===== config.mk =====
export PLATFORM = sky130hd
export DESIGN_NAME = bp_cce_hybrid_pending_arbiter
export DESIGN_NICKNAME = d
export VERILOG_FILES = /design/src/rtl/bp_cce_hybrid_pending_arbiter.sv
export SDC_FILE = /design/constraint.sdc
export NUM_CORES = 1
export LEC_CHECK = 0
export ABC_AREA = 1
export CORE_AREA = 2 2 158 160
export DETAILED_ROUTE_END_ITERATION = 12
export DIE_AREA = 0 0 160 162
export PLACE_DENSITY_LB_ADDON = 0.1
export SYNTH_ARGS = -nofsm -noshare
export SYNTH_HDL_FRONTEND = slang
export SYNTH_SLANG_ARGS = --single-unit

===== constraint.sdc =====
create_clock -name clk_i -period 1.5 [get_ports clk_i]
set_clock_uncertainty 0.05 [all_clocks]
set_input_delay 0.3 -clock clk_i [delete_from_list [all_inputs] [get_ports clk_i]]
set_output_delay 0.3 -clock clk_i [all_outputs]
set_load 0.005 [all_outputs]

===== src/rtl/bp_cce_hybrid_pending_arbiter.sv =====
// Arbiter between new LCE requests and the pending-queue head, with atomic bursts and a starvation bound.
// Optional grant statistics are enabled by defining BP_CCE_HYBRID_PENDING_ARB_STATS_EN.
module bp_cce_hybrid_pending_arbiter #(
    parameter int header_width_p = 64,
    parameter int data_width_p   = 64,
    parameter int max_streak_p   = 4
) (
    input  logic                      clk_i,
    input  logic                      reset_i,
    input  logic [header_width_p-1:0] in_header_i,
    input  logic                      in_header_v_i,
    output logic                      in_header_ready_and_o,
    input  logic                      in_has_data_i,
    input  logic [data_width_p-1:0]   in_data_i,
    input  logic                      in_data_v_i,
    output logic                      in_data_ready_and_o,
    input  logic                      in_last_i,
    input  logic [header_width_p-1:0] pq_header_i,
    input  logic                      pq_header_v_i,
    output logic                      pq_header_yumi_o,
    input  logic                      pq_has_data_i,
    input  logic [data_width_p-1:0]   pq_data_i,
    input  logic                      pq_data_v_i,
    output logic                      pq_data_yumi_o,
    input  logic                      pq_last_i,
    input  logic                      pq_block_i,
    output logic [header_width_p-1:0] out_header_o,
    output logic                      out_header_v_o,
    input  logic                      out_header_ready_and_i,
    output logic                      out_has_data_o,
    output logic [data_width_p-1:0]   out_data_o,
    output logic                      out_data_v_o,
    input  logic                      out_data_ready_and_i,
    output logic                      out_last_o,
    output logic                      out_from_pq_o
`ifdef BP_CCE_HYBRID_PENDING_ARB_STATS_EN
    ,
    output logic [31:0]               pq_grants_o,
    output logic [31:0]               in_grants_o,
    output logic [31:0]               starve_events_o
`endif
);

    localparam int streak_w_lp = $clog2(max_streak_p + 1);
    localparam logic [streak_w_lp-1:0] max_streak_lp = streak_w_lp'(max_streak_p);

    typedef enum logic [1:0] {e_ready, e_in_data, e_pq_data} state_e;

    state_e                   state_r, state_n_s;
    logic [streak_w_lp-1:0]   streak_r;
    logic                     pq_elig_s, starve_s, pq_sel_s;
    logic                     header_v_s, in_hdr_ready_s, pq_hdr_yumi_s;
    logic                     data_v_s, in_data_ready_s, pq_data_yumi_s;
    logic                     hdr_fire_s, pq_grant_s, in_grant_s;

    assign pq_elig_s = pq_header_v_i & ~pq_block_i;
    assign starve_s  = (streak_r == max_streak_lp);
    assign pq_sel_s  = pq_elig_s & (~starve_s | ~in_header_v_i);

    // Output muxing and next-state selection for the current burst phase
    always_comb begin
        state_n_s       = state_r;
        out_header_o    = {header_width_p{1'b0}};
        out_has_data_o  = 1'b0;
        out_from_pq_o   = 1'b0;
        header_v_s      = 1'b0;
        in_hdr_ready_s  = 1'b0;
        pq_hdr_yumi_s   = 1'b0;
        out_data_o      = {data_width_p{1'b0}};
        data_v_s        = 1'b0;
        out_last_o      = 1'b0;
        in_data_ready_s = 1'b0;
        pq_data_yumi_s  = 1'b0;
        hdr_fire_s      = 1'b0;
        case (state_r)
            e_ready: begin
                out_header_o   = pq_sel_s ? pq_header_i : in_header_i;
                out_has_data_o = pq_sel_s ? pq_has_data_i : in_has_data_i;
                out_from_pq_o  = pq_sel_s;
                header_v_s     = pq_sel_s | in_header_v_i;
                in_hdr_ready_s = out_header_ready_and_i & ~(pq_elig_s & ~starve_s);
                pq_hdr_yumi_s  = pq_sel_s & out_header_ready_and_i;
                hdr_fire_s     = header_v_s & out_header_ready_and_i;
                if (hdr_fire_s & out_has_data_o) begin
                    state_n_s = pq_sel_s ? e_pq_data : e_in_data;
                end else begin
                    state_n_s = e_ready;
                end
            end
            e_in_data: begin
                out_has_data_o  = 1'b1;
                out_data_o      = in_data_i;
                data_v_s        = in_data_v_i;
                out_last_o      = in_last_i;
                in_data_ready_s = out_data_ready_and_i;
                if (in_data_v_i & out_data_ready_and_i & in_last_i) begin
                    state_n_s = e_ready;
                end else begin
                    state_n_s = e_in_data;
                end
            end
            e_pq_data: begin
                out_has_data_o = 1'b1;
                out_from_pq_o  = 1'b1;
                out_data_o     = pq_data_i;
                data_v_s       = pq_data_v_i;
                out_last_o     = pq_last_i;
                pq_data_yumi_s = pq_data_v_i & out_data_ready_and_i;
                if (pq_data_yumi_s & pq_last_i) begin
                    state_n_s = e_ready;
                end else begin
                    state_n_s = e_pq_data;
                end
            end
            default: begin
                state_n_s = e_ready;
            end
        endcase
    end

    assign pq_grant_s = hdr_fire_s & pq_sel_s;
    assign in_grant_s = hdr_fire_s & ~pq_sel_s;

    // Handshake outputs are forced low while reset is asserted
    assign out_header_v_o        = header_v_s & ~reset_i;
    assign in_header_ready_and_o = in_hdr_ready_s & ~reset_i;
    assign pq_header_yumi_o      = pq_hdr_yumi_s & ~reset_i;
    assign out_data_v_o          = data_v_s & ~reset_i;
    assign in_data_ready_and_o   = in_data_ready_s & ~reset_i;
    assign pq_data_yumi_o        = pq_data_yumi_s & ~reset_i;

    // Burst state register
    always_ff @(posedge clk_i) begin
        if (reset_i) begin
            state_r <= e_ready;
        end else begin
            state_r <= state_n_s;
        end
    end

    // Streak counter only grows while a new request is actually waiting
    always_ff @(posedge clk_i) begin
        if (reset_i) begin
            streak_r <= {streak_w_lp{1'b0}};
        end else if (pq_grant_s & in_header_v_i) begin
            streak_r <= starve_s ? streak_r : streak_r + streak_w_lp'(1);
        end else if (hdr_fire_s) begin
            streak_r <= {streak_w_lp{1'b0}};
        end else begin
            streak_r <= streak_r;
        end
    end

`ifdef BP_CCE_HYBRID_PENDING_ARB_STATS_EN
    logic [31:0] pq_grants_r, in_grants_r, starve_events_r;

    // Wrapping grant statistics
    always_ff @(posedge clk_i) begin
        if (reset_i) begin
            pq_grants_r     <= 32'd0;
            in_grants_r     <= 32'd0;
            starve_events_r <= 32'd0;
        end else begin
            pq_grants_r     <= pq_grant_s ? pq_grants_r + 32'd1 : pq_grants_r;
            in_grants_r     <= in_grant_s ? in_grants_r + 32'd1 : in_grants_r;
            starve_events_r <= (in_grant_s & starve_s) ? starve_events_r + 32'd1 : starve_events_r;
        end
    end

    assign pq_grants_o     = pq_grants_r;
    assign in_grants_o     = in_grants_r;
    assign starve_events_o = starve_events_r;
`endif

endmodule


* Word level (Yosys, flattened, before mapping)
Cells that the tools add are included.
** Operators by class
- Muxes and demuxes :: 22
- Add/sub/neg operators :: 1
- Eq/ne operators :: 4
- Reduce and logical (&&, ||, !) cells :: 4
- Bitwise gates (word level) :: 26
** Operators with widths (number)
- $mux 64 :: 2
- $pmux 64 s2 :: 1
- $and 1x1->1 :: 19
- $mux 3 :: 3
- $mux 1 :: 8
- $pmux 1 s2 :: 4
- $mux 2 :: 3
- $pmux 2 s3 :: 1
- $not 1->1 :: 5
- $add 3x1->3 const B :: 1
- $eq 3x3->1 const B :: 1
- $eq 2x1->1 const B :: 1
- $eq 2x2->1 const B :: 1
- $logic_not 2->1 :: 1
- $ne 2x2->1 const B :: 1
- $or 1x1->1 :: 2
- $reduce_and 2->1 :: 1
- $reduce_bool 2->1 :: 1
- $reduce_or 2->1 :: 1
** Storage, ports and cells
- Flip-flop bits (word level) :: 5
- Input bits :: 269

* Depth between registers and ports, before layout
Gate-level depths: netlist of run 1.
- Word-level depth :: 11
- Depth in mapped cells :: 9
- Gate-level depth less buffers :: 8

* Worst setup path before layout of run 1
Ideal clock, no wire load.
- Kind :: register to output
- Start point :: reg state_r[0]
- End point :: out out_data_o[10]
- Setup slack :: -0.137 ns
- Data arrival time :: 1.287 ns
- Buffers on the path :: 2
- Required time :: 1.150 ns
- Stages on the path, launching flop included :: 7
- Cells stage by stage :: dfxtp_1 -> inv_1 -> ha_1 -> inv_1 -> buf_2 -> clkbuf_1 -> a21oi_1
** On the way
- Longest elaborated chain between the ends :: 2
- Elaborated cells on any way between the ends :: 3
- Those cells by class :: eq/ne: 2; mux: 1
** RTL lines
- start, declared :: line 49 : state_e state_r, state_n_s;
- start signal, assigned :: line 135 : state_r <= e_ready;
- start signal, assigned :: line 137 : state_r <= state_n_s;
- $eq 2x2->1 or $eq 2x1->1 (tied branches) :: line 75 : case (state_r)
- $pmux 64 s2 * :: line 75
- end, declared :: line 31 : output logic [data_width_p-1:0] out_data_o,
Every way passes the cells marked *; elsewhere a longest branch is shown, timed or not.

* Final worst setup path of run 1
- Start point :: reg streak_r[1]
- End point :: out out_header_o[59]
** On the way
- Longest elaborated chain between the ends :: 6
** RTL lines
- start, declared :: line 50 : logic [streak_w_lp-1:0] streak_r;
- start signal, assigned :: line 144 : streak_r <= {streak_w_lp{1'b0}};
- start signal, assigned :: line 146 : streak_r <= starve_s ? streak_r : streak_r + streak_w_lp'(1);
- start signal, assigned :: line 148 : streak_r <= {streak_w_lp{1'b0}};
- $eq 3x3->1 :: line 57 : assign starve_s = (streak_r == max_streak_lp);
- $not 1->1 :: line 58 : assign pq_sel_s = pq_elig_s & (~starve_s | ~in_header_v_i);
- $or 1x1->1 :: line 58
- $and 1x1->1 :: line 58
- $mux 64 :: line 77 : out_header_o = pq_sel_s ? pq_header_i : in_header_i;
- $mux 64 :: line 75
- end, declared :: line 27 : output logic [header_width_p-1:0] out_header_o,
Every way passes these cells.

==> results.cfg, run 1 <==
[grt]
grt_busiest_layer = met2
grt_util_met2_pct = 32.9
grt_max_degree = 24
antenna_found_initial = 2
gr-total-overflow = 0
grt_pass1_vias = 5321
grt_pass1_wl_mm = 33.2
grt_usage_pct = 16.7
use_met3_pct = 4.62
met1_usage_pct = 17.8

[cells_and_area]
area_growth_pct = 301
drive_gt1_share_pct = 51.0
multi_input_area_sq_um = 2930
fin_area_sq_um = 9370
seqCellArea_sq_um = 110
final_core_util_pct = 38.9
fill_cells = 2624
layout_common_cells = clkdlybuf4s50_1, buf_2, nand2_1
final_common_cell = clkdlybuf4s50_1
final_nets = 1309

[clocking]
cts_made_buffers = 3
cts_tree = yes
clock_sinks = 5
clk_latency_ps = 230
clk_pin_slew_ps = 30
holdBufCountCts = 0
cts_root_buf = clkbuf_16
clk_path_buf_depth = 2
cts_max_level = 1

[power]
power_density_nw_per_um2 = 339
power.share.sequential_pct = 4.4
pwr-share-clk_pct = 13.8
switching_share_pct = 34.4
ir_worst_vdd_mv = 0.275
power_mw = 3.18
p_leak_nw = 3.83
power_switching_mw = 1.09
combinationalPowerShare_pct = 81.8
p_int_mw = 2.09

[timing]
slew-limit-headroom_pct = 86.5
finalCritPeriodShare_pct = 137
setup_ws_ps = -550
fin_crit_ps = 2050
setup_viol = 142
hold_viol_final = 0
fin_setup_tns_ps = -61250
slew_viol_final = 0
tightest_slew_ps = 202
max_freq_mhz = 488
rsz0062_at_grt = yes

[run]
maxCapViolCount = 0

[yosys]
synthCells = 498
synth_top_area_cell = nand2_1
yosysTopAreaCellShare_pct = 23.3
synth_nets = 773
yosysWarnings = 0
synth_area_sq_um = 2340
avgSynthCellArea_sq_um = 4.70
yosysSeqAreaShare_pct = 4.28
ys_seq_elements = 5
synth_area_leaders = nand2_1, nor2_1, a21oi_1
synth_cell_type_count = 24

[run_status]
outcome = complete, but fails checks
violations = negative setup slack

[floorplanning]
die_height_um = 162
rows = 57
fp.coreArea_sq_um = 24100
die_area_sq_um = 25900
top_level_ports = 406
initial_core_util_pct = 9.70
die_x_um = 160

[worst_hold_path]
hold_start = streak_r[0]$_SDFFE_PP0P_
hold_depth = 3
hold_end = streak_r[0]$_SDFFE_PP0P_
hp-class = reg2reg

[setup_path]
reg2regPathDepth = 11
reg2reg_slack_ps = -160
crit_path_end_kind = output pin
arrival_ps = 1700
cp_max_fo = 7
r2r-start = state_r[1]$_SDFF_PP0_
startpoint_type = flop
crit_type = reg2out
crit_required_ps = 1150
reg2reg_to = streak_r[1]$_SDFFE_PP0P_

[drt]
wire_per_inst_um = 17.7
via_per_inst = 3.97
vias = 5402
drt_iter0_markers = 161
dr.pass1.iters = 4
totalWireLength_mm = 24.0
antenna_left = 0
drc = 0

[placed_design]
port_buffers = 405
pre_cts_slack_ps = -1070
gp_congestion = 0.800
dpl-instance-area_sq_um = 7100
dp_hpwl_mm = 16.5
-- layout make-up --
| cell class | count | area share, % |
|---|---|---|
| Sequential cell | 5 | 1.18 |
| Tap cell | 324 | 4.33 |
| Antenna cell | 2 | 0.0534 |
| Timing Repair inverter | 2 | 0.240 |
| Timing Repair Buffer | 572 | 61.4 |
| Inverter | 10 | 0.721 |
| Clock buffer | 4 | 0.842 |
| Multi-Input combinational cell | 440 | 31.2 |
-- power groups by stage --
stage                     registers, mW  logic [mW]  clock network [mW]
after floorplan                   0.141       0.510                   0
after global placement            0.141        1.89                   0
after detailed placement          0.141        1.89                   0
after CTS                         0.138        2.31               0.446
after global routing              0.139        2.78               0.464
final                             0.139        2.60               0.439
-- cells in the mapped netlist --
| library cell | count |
|---|---|
| a21oi_1 | 71 |
| xor2_1 | 1 |
| a21o_1 | 1 |
| dfxtp_1 | 5 |
| nand2_4 | 1 |
| buf_6 | 5 |
| buf_2 | 10 |
| clkbuf_1 | 19 |
| inv_1 | 8 |
| buf_1 | 3 |
| nor2_2 | 10 |
| buf_8 | 2 |
| or2_2 | 1 |
| nor2_1 | 129 |
| buf_4 | 5 |
| nor2_4 | 1 |
| inv_2 | 2 |
| o21ai_1 | 14 |
| o21ai_0 | 51 |
| nand3_2 | 2 |
| a211oi_1 | 1 |
| ha_1 | 6 |
| nand2_1 | 145 |
| nand3_1 | 5 |
-- through the flow --
| step | instances | hold slack [ps] |
|---|---|---|
| 6_report | 1359 | 536 |
| 5_1_grt | 1359 | 580 |
| 3_3_place_gp | 1234 | 518 |
| 4_1_cts | 1318 | 531 |
| 2_1_floorplan | 498 | 312 |
| 3_5_place_dp | 1234 | 521 |
-- per-layer routing --
metal | share of wire, % | wire [um]
met5 | 0 | 0
met4 | 1.4 | 329
met3 | 7.6 | 1820
met2 | 54 | 13100
met1 | 37 | 8830
-- how the worst max path moves through the flow --
stage	from	endpoint	slack, ps	cells past startpoint
after floorplan	state_r[0]$_SDFF_PP0_	out_data_o[10]	-20	6
after global placement	pq_header_v_i	out_header_o[61]	-1030	9
after detailed placement	pq_header_v_i	out_header_o[22]	-1070	9
after CTS	streak_r[0]$_SDFFE_PP0P_	out_header_o[40]	-580	9
after global routing	streak_r[1]$_SDFFE_PP0P_	out_header_o[29]	-620	11
final	streak_r[1]$_SDFFE_PP0P_	out_header_o[59]	-550	11
-- worst max-delay path, stage by stage, from the launching register on --
cell     delay, ps
dfxtp_2        310
inv_2           60
ha_4           150
nand3_4        100
nand2_8        150
inv_12          60
buf_12         130
buf_16         140
buf_12         120
nor2_4          60
nor2_1          40
buf_2          140
-- cell families (layout without fill, tap and decap cells) --
group           after synthesis  count (layout)  share of synthesized area [%]
other cells                   0               2                              0
flops                         5               5                           4.28
compound gates              138             138                           29.7
simple gates                294             295                           49.8
buf+inv                      54             588                           12.6
xor+xnor                      1               1                          0.375
fa+ha+maj                     6               6                           3.21
-- timing repair --
item / CTS / global route
pin swaps: 41 / 47
endpoints found under the setup margin: 142 / 142
hold endpoints to repair: 0 / 0
gates resized for setup: 654 / 301
setup buffers: 58 / 42
cloned: 22 / 8
-- flip-flops by register name, summed over array words and instances, names as in the netlist --
| register | flops |
|---|---|
| state_r | 2 |
| streak_r | 3 |
(Power assumes the default switching activity.)
==> run 2, diff against run 1 <==
--- a/config.mk
+++ b/config.mk
@@ -6,9 +6,11 @@
 export NUM_CORES = 1
 export LEC_CHECK = 0
 export ABC_AREA = 1
-export CORE_AREA = 2 2 158 160
+export CELL_PAD_IN_SITES_DETAIL_PLACEMENT = 1
+export CELL_PAD_IN_SITES_GLOBAL_PLACEMENT = 2
+export CORE_AREA = 2 2 156 158
 export DETAILED_ROUTE_END_ITERATION = 12
-export DIE_AREA = 0 0 160 162
+export DIE_AREA = 0 0 158 160
 export PLACE_DENSITY_LB_ADDON = 0.1
 export SYNTH_ARGS = -nofsm -noshare
 export SYNTH_HDL_FRONTEND = slang
==> run 2 against run 1 <==
Sequential share of layout area hardly changed. Flip-flop and latch count stayed put. Register-to-register slack better by 30 ps. The run still ends with negative setup slack left. Final area up 3.4%. Non-clock buffer count decreased by 11. Critical path depth is 1 lower. Worst hold slack got worse by 20 ps. Combinational power about the same.
==> results.cfg, run 2 (synthesis gave the netlist of run 1 again) <==
[run_status]
outcome = complete, but fails checks
violations = negative setup slack

[placed_design]
gp_congestion = 0.777
dpl-instance-area_sq_um = 7120
port_buffers = 405
dp_hpwl_mm = 17.6

[run]
maxCapViolCount = 0

[clocking]
clk_pin_slew_ps = 30
cts_tree = yes
clk_latency_ps = 230
cts_root_buf = clkbuf_16
cts_max_level = 1
clock_sinks = 5
cts_made_buffers = 3
clk_path_buf_depth = 2
holdBufCountCts = 0

[floorplanning]
die_x_um = 158
top_level_ports = 406
rows = 57
die_height_um = 160
initial_core_util_pct = 9.82
die_area_sq_um = 25300
fp.coreArea_sq_um = 23800

[setup_path]
cp_slowest_cell = dfxtp_2
r2r-start = state_r[1]$_SDFF_PP0_
crit_top_cell = buf_12
cp_max_fo = 8
path_buf_inv = 5
arrival_ps = 1720
crit_type = reg2out
crit_path_end_kind = output pin
crit_path_max_incr_delay_ps = 330
crit_family = buffers and inverters
reg2regPathDepth = 10
crit_required_ps = 1150
startpoint_type = flop
setup.worst_path.start = streak_r[1]$_SDFFE_PP0P_
cp_cell_sequence = inv_2, ha_4, nand3_4, nand2_8, buf_8, buf_12, buf_12, o21ai_4, nor2_4, buf_2
worst-path-stages = 10

[timing]
setup_viol = 140
slew-limit-headroom_pct = 85.0
max_freq_mhz = 482
rsz0062_at_grt = yes
fin_setup_tns_ps = -59940
setup_ws_ps = -573
finalCritPeriodShare_pct = 138
fin_crit_ps = 2070
slew_viol_final = 0
tightest_slew_ps = 224
hold_viol_final = 0

[grt]
grt_max_degree = 19
grt_usage_pct = 18.6
grt_pass1_wl_mm = 35.9
antenna_found_initial = 1
grt_pass1_vias = 6165
gr-total-overflow = 0

[cells_and_area]
reg_top3 = streak_r: 3 flops, state_r: 2 flops
largest_reg_flops = 3
final_common_cell = clkdlybuf4s50_1
area_growth_pct = 314
diodes = 0
layout_common_cells = clkdlybuf4s50_1, buf_2, nor2_1
fin_area_sq_um = 9690
largest-register = streak_r
drive_gt1_share_pct = 58.0
final_nets = 1295
final_core_util_pct = 40.7

[drt]
vias = 5523
wire_per_inst_um = 18.9
totalWireLength_mm = 25.4
drt_iter0_markers = 101
via_per_inst = 4.11
dr.pass1.iters = 4
drc = 0
antenna_left = 0

[power]
pwr-share-clk_pct = 13.8
ir_worst_vdd_mv = 0.212
combinationalPowerShare_pct = 81.8
power_density_nw_per_um2 = 331
power_mw = 3.21
switching_share_pct = 35.9
p_int_mw = 2.06
power.share.sequential_pct = 4.3
power_switching_mw = 1.15
p_leak_nw = 4.22

[worst_hold_path]
hp-class = reg2reg
hold_depth = 3
hold_start = streak_r[0]$_SDFFE_PP0P_
## run 2: changes by cell type in the layout (fill, tap and decap cells not counted), moves of 9 or more
cell,delta
nand2_4,+48
o21ai_1,-18
o21ai_2,+17
buf_4,-9
nand2_2,+16
nand2_1,-65
## run 2: power groups by stage
stage	Clock [mW]	Sequential, mW	Combinational, mW
final	0.444	0.139	2.63
after global routing	0.461	0.140	2.81
after CTS	0.450	0.139	2.43
after detailed placement	0	0.141	1.91
after global placement	0	0.141	1.88
after floorplan	0	0.141	0.510
## run 2: metrics by stage
stage,instances,setup WS [ps],hold slack (ps)
floorplan,498,-15.0,312
global placement,1230,-1030,508
detailed placement,1230,-1080,513
CTS,1322,-617,521
global route,1343,-630,567
finish,1343,-573,516
## run 2: cell type report
type / count / area (sq um)
fill: 2853 / 14100
sequential: 5 / 110
clock buffer: 4 / 78.8
inverter: 10 / 62.6
timing repair buffer: 561 / 5710
tap: 324 / 405
multi-input combinational: 439 / 3320
## run 2: worst reg2reg max path, stage by stage (launching register included)
cell	delay, ps
dfxtp_4	360
inv_4	50
ha_4	160
buf_12	120
buf_12	120
buf_16	130
buf_8	130
buf_6	120
buf_6	110
a21oi_2	110
nor2_1	60
## run 2: per-layer routing
layer  routed length (um)  vias up  track usage, %
li1                     -     2654               -
met1                 8350     2570            17.6
met2                14300      258            38.2
met3                 1990       39            4.59
met4                  717        2            5.61
met5                   13        -               0
## run 2: final timing paths
kind / endpoint / slack, ps
worst max register to register: state_r[0]$_SDFF_PP0_ / -130
worst max-delay path: out_header_o[27] / -570
worst min register to register: streak_r[0]$_SDFFE_PP0P_ / 520
worst min-delay path: streak_r[0]$_SDFFE_PP0P_ / 520
## run 2: repair_timing
item / in CTS / in global routing
pin swaps: 85 / 83
gates resized for setup: 836 / 218
cloned: 23 / 4
buffers inserted: 65 / 24
setup endpoints to repair: 142 / 142
